--- src/rtl/fsm_arb_pkg.sv ---
// fsm_arb_pkg: shared state encoding and defaults for the run/done arbiters
package fsm_arb_pkg;
   typedef enum logic [2:0] {
      S_IDLE  = 3'd0,
      S_RUN   = 3'd1,
      S_WAIT  = 3'd2,
      S_DONE  = 3'd3,
      S_ABORT = 3'd4
   } state_e;
   localparam int TIMEOUT_DEF = 16;
endpackage

--- src/rtl/rr_pick.sv ---
// rr_pick: combinational round-robin selector, first set request above the pointer wins
module rr_pick #(
   parameter int N = 4,
   localparam int IW = $clog2(N)
) (
   input  logic [N-1:0]  i_req,
   input  logic [IW-1:0] i_ptr,
   output logic [N-1:0]  o_gnt,
   output logic [IW-1:0] o_idx,
   output logic          o_any
);
   logic [IW-1:0] cand;
   // scan from farthest to nearest so the closest hit above the pointer overwrites the rest
   always_comb begin
      o_gnt = '0;
      o_idx = '0;
      o_any = 1'b0;
      cand = '0;
      for (int i = N; i >= 1; i--) begin
         cand = IW'((int'(i_ptr) + i) % N);
         if (i_req[cand]) begin
            o_gnt = '0;
            o_gnt[cand] = 1'b1;
            o_idx = cand;
            o_any = 1'b1;
         end
      end
   end
endmodule

--- src/rtl/fsm_run_arbiter.sv ---
// fsm_run_arbiter: round-robin sharing of one run/done engine with done timeout
module fsm_run_arbiter
   import fsm_arb_pkg::*;
#(
   parameter int NUM_REQ = 4,
   parameter int TIMEOUT = TIMEOUT_DEF,
   localparam int ID_W = $clog2(NUM_REQ),
   localparam int CNT_W = $clog2(TIMEOUT + 1)
) (
   input  logic               clk,
   input  logic               reset,
   input  logic [NUM_REQ-1:0] i_req,
   output logic [NUM_REQ-1:0] o_grant,
   output logic [ID_W-1:0]    o_grant_id,
   output logic [NUM_REQ-1:0] o_ack,
   output logic               o_run,
   input  logic               i_done,
   output logic               o_busy,
   output logic               o_timeout
);
   state_e state_q, state_d;
   logic [CNT_W-1:0] cnt_q, cnt_d;
   logic [ID_W-1:0] ptr_q, ptr_d, id_q, id_d, pick_idx;
   logic [NUM_REQ-1:0] grant_q, grant_d, ack_q, ack_d, pick_gnt;
   logic run_q, run_d, tmo_q, tmo_d, pick_any;

   rr_pick #(.N(NUM_REQ)) u_pick (
      .i_req(i_req),
      .i_ptr(ptr_q),
      .o_gnt(pick_gnt),
      .o_idx(pick_idx),
      .o_any(pick_any)
   );

   always_comb begin
      state_d = state_q;
      cnt_d = cnt_q;
      ptr_d = ptr_q;
      grant_d = grant_q;
      id_d = id_q;
      ack_d = '0;
      run_d = 1'b0;
      tmo_d = 1'b0;
      case (state_q)
         S_IDLE: if (pick_any) begin
            state_d = S_RUN;
            grant_d = pick_gnt;
            id_d = pick_idx;
            run_d = 1'b1;
         end
         S_RUN: begin
            state_d = S_WAIT;
            cnt_d = '0;
         end
         S_WAIT: begin
            cnt_d = cnt_q + 1'b1;
            if (i_done) begin
               state_d = S_DONE;
               ack_d = grant_q;
            end else if (cnt_q == CNT_W'(TIMEOUT - 1)) begin
               state_d = S_ABORT;
               tmo_d = 1'b1;
            end
         end
         S_DONE, S_ABORT: begin
            state_d = S_IDLE;
            ptr_d = id_q;
            grant_d = '0;
         end
         default: state_d = S_IDLE;
      endcase
   end

   always_ff @(posedge clk) begin
      if (reset) begin
         state_q <= S_IDLE;
         cnt_q <= '0;
         ptr_q <= ID_W'(NUM_REQ - 1);
         grant_q <= '0;
         id_q <= '0;
         ack_q <= '0;
         run_q <= 1'b0;
         tmo_q <= 1'b0;
      end else begin
         state_q <= state_d;
         cnt_q <= cnt_d;
         ptr_q <= ptr_d;
         grant_q <= grant_d;
         id_q <= id_d;
         ack_q <= ack_d;
         run_q <= run_d;
         tmo_q <= tmo_d;
      end
   end

   assign o_grant = grant_q;
   assign o_grant_id = id_q;
   assign o_ack = ack_q;
   assign o_run = run_q;
   assign o_timeout = tmo_q;
   assign o_busy = (state_q != S_IDLE);
endmodule

--- config.mk ---
export PLATFORM = sky130hd
export DESIGN_NAME = fsm_run_arbiter
export DESIGN_NICKNAME = d
export VERILOG_FILES = /design/src/rtl/fsm_arb_pkg.sv /design/src/rtl/rr_pick.sv /design/src/rtl/fsm_run_arbiter.sv
export SDC_FILE = /design/constraint.sdc
export NUM_CORES = 1
export LEC_CHECK = 0
export CORE_MARGIN = 2
export CORE_UTILIZATION = 35
export DETAILED_ROUTE_END_ITERATION = 16
export GPL_ROUTABILITY_DRIVEN = 0
export SKIP_CTS_REPAIR_TIMING = 1
export SKIP_LAST_GASP = 1
export SLEW_MARGIN = 20
export SYNTH_ARGS = -nofsm -noshare
export SYNTH_HDL_FRONTEND = slang
export SYNTH_HIERARCHICAL = 1
export SYNTH_SLANG_ARGS = --single-unit
--- constraint.sdc ---
create_clock -name clk -period 2.4 [get_ports clk]
set_clock_uncertainty 0.1 [all_clocks]
set_input_delay 0.48 -clock clk [delete_from_list [all_inputs] [get_ports clk]]
set_output_delay 0.48 -clock clk [all_outputs]
set_load 0.05 [all_outputs]
==> flow_summary.yaml <==
place:
  io_buffers: 19
  dp_hpwl_um: 2380
  dp_slack_ns: -0.0311
  dp_cells: 257
  postPlaceCellArea_sq_um: 1910
global_routing:
  busiest_layer: "met2"
  use_met3_pct: 1.94
  grt_max_degree: 23
  grt_pass1_wl_um: 5760
  antenna_found_initial: 0
  overflow: 0
  grt_use_met1_pct: 19.7
  grt_usage_pct: 13.7
  use_met2_pct: 20.7
  grt_pass1_vias: 1270
timing:
  timing.fmax_mhz: 456
  period_needed_ns: 2.19
  hold_viol: 0
  slew_violations: 0
  post-route-period-util_pct: 91.3
  finalSetupTns_ns: 0
  tightestPinTransition_ns: 0.739
  finalSetupViolCount: 0
  rsz0062_at_grt: "no"
  setup_ws_ns: 0.209
  slew_headroom_pct: 50.7
  whs_ns: 0.373
cells_and_area:
  final_nets: 225
  nFillCells: 426
  ff_latch_area_sq_um: 440
  syn_to_final_growth_pct: 22.3
  multi_input_area_sq_um: 1010
  utilization_pct: 44.9
  fin_cells: 261
  diodes: 0
  drive_gt1_share_pct: 18.7
  fin_area_sq_um: 1980
synth:
  yosysWarningCount: 6
  synth-async-reset-ratio_pct: 0
  synth_seq_area_share_pct: 27.2
  synth_cells: 181
  synthSimpleGateAreaFrac_pct: 24.2
  syn_nets: 196
  synthAdderAreaFrac_pct: 6.17
  synth_seq_cells: 22
  yosysTopAreaCell: "dfxtp_1"
  yosys-top-cells-count: "dfxtp_1, a21oi_1, o21ai_0"
  synth_top_family_by_area: "compound AO/OA/AOI/OAI gates"
  synth.most_common_cell: "dfxtp_1"
  synth.top_cell.area_share_pct: 27.2
  post_synth.cell_area_avg_sq_um: 8.96
  synth_edf_count: 0
  syn-cell-area_sq_um: 1620
  synthMuxAreaShare_pct: 7.64
  synth_flop_cell: "dfxtp_1"
  synth_compound_area_share_pct: 24.4
  synthDistinctLibCells: 52
  synth_xor_area_share_pct: 0
  synth_area_leaders: "dfxtp_1, ha_1, buf_6"
worst_setup_path:
  crit_chain: "inv_2, ha_2, mux2_2, a211oi_2, o21ai_0, a32oi_1, a22o_1"
  slowest_delay_ns: 0.45
  reg2regPathDepth: 7
  reg2reg_to: "o_grant[0]"
  cp_data_arrival_time_ns: 2.30
  path_class: "reg -> reg"
  cp.required_ns: 2.51
  critPathMaxFanout: 9
  worst_setup_path_start_kind: "flop"
  reg2reg_slack_ns: 0.21
  endpoint_kind: "flop"
  cpMaxStageDelayCell: "ha_2"
  worstReg2RegStart: "ptr_q[1]"
worst_hold_path:
  min_to: "cnt_q[4]"
  holdCritStartpoint: "cnt_q[4]"
  hp-class: "reg -> reg"
  whs_path_depth: 2
run:
  drv_cap: 0
pwr:
  leakage_nw: 0.802
  peakVddDrop_v: 0.000236
  p_per_area_nw_per_um2: 560
  total_power_mw: 1.11
clocking:
  insertion_delay_ns: 0.27
  clock-sinks: 22
  root_buffer: "clkbuf_8"
  ctsHtreeMaxLevel: 1
  cts_made_buffers: 3
  clock_path_buffers: 2
  cts_tree: "built"
  clk_pin_slew_ns: 0.08
floorplanning:
  pin_count: 20
  die_w_um: 72.1
  start_util_pct: 36.7
  die_h_um: 72.1
  core-area_sq_um: 4410
  die-area_sq_um: 5190
  core.rowCount: 24
detailed_routing:
  wire_per_inst_um: 12.7
  wl_um: 3310
  antenna_left: 0
  vias_per_cell: 5.31
  drc: 0
  drt_pass1_iterations: 4
  vias: 1386
  drt_iter0_markers: 109
status:
  status: "complete, no violations"
==> per-layer routing <==
| metal | vias up | wire length [um] |
|---|---|---|
| li1 | 722 | - |
| met1 | 630 | 1730 |
| met2 | 30 | 1370 |
| met3 | 4 | 169 |
| met4 | 0 | 40 |
| met5 | - | 0 |
==> worst max path at each step <==
stage	startpoint	endpoint	slack [ns]	cells after the start
after floorplan	ptr_q[0]	o_grant[3]	0.09	9
after global placement	i_req[2]	o_grant[0]	-0.02	7
after detailed placement	i_req[2]	o_grant_id[0]	-0.03	8
after CTS	ptr_q[1]	o_grant_id[0]	0.13	8
after global routing	ptr_q[1]	o_grant[2]	0.06	7
final	ptr_q[1]	o_grant[0]	0.21	7
==> final cells by class <==
type / instances / area share (%)
clock buffers: 3 / 2.08
clock inverters: 1 / 1.51
inverters: 11 / 2.08
multi-input cells: 133 / 51.2
flip-flops and latches: 22 / 22.2
well taps: 52 / 3.28
repair buffers: 39 / 17.7
==> power breakdown <==
group / switching (mW) / internal (mW) / total [mW]
sequential: 0.0251 / 0.387 / 0.412
clock: 0.125 / 0.223 / 0.348
combinational: 0.191 / 0.160 / 0.351
total: 0.341 / 0.769 / 1.11
==> layout by cell type (no fill, tap or decap), types with 2 or more instances in the layout <==
cell	count
a32oi_1	4
nand2_1	4
a31oi_1	3
and3_1	3
nor4b_2	2
mux4_1	2
a22o_1	4
nor3b_1	5
a31o_1	2
o21ai_1	4
nor2b_1	7
a211oi_1	2
o21bai_1	2
a2111oi_2	2
inv_1	10
nor3_1	4
nor2_1	10
mux2i_1	6
dfxtp_1	22
buf_4	20
a21oi_1	12
a21o_1	2
clkdlybuf4s50_1	18
nand3_1	2
and2_1	5
o21ai_0	11
clkbuf_8	3
nand3b_1	4
nand2b_1	4
ha_1	7
==> worst max-delay path, delay by kind of cell, from the launching register on <==
| kind | cells | cell delay, ns |
|---|---|---|
| compound gates | 4 | 0.79 |
| flops | 1 | 0.35 |
| fa+ha+maj | 1 | 0.45 |
| buf+inv | 1 | 0.07 |
| mux | 1 | 0.38 |
==> flip-flops by register name, summed over array words and instances (netlist names) <==
| name | flops |
|---|---|
| o_run | 1 |
| o_ack | 4 |
| cnt_q | 5 |
| o_grant_id | 2 |
| ptr_q | 2 |
| o_grant | 4 |
| o_timeout | 1 |
| state_q | 3 |
==> logic make-up after synthesis <==
group / after synthesis
AND/OR/NAND/NOR: 60
AO/OA/AOI/OAI: 56
buffers and inverters: 26
flip-flops: 22
multiplexers: 9
adder cells (fa/ha/maj): 8
Note: power is estimated with default switching activity, not from simulation.
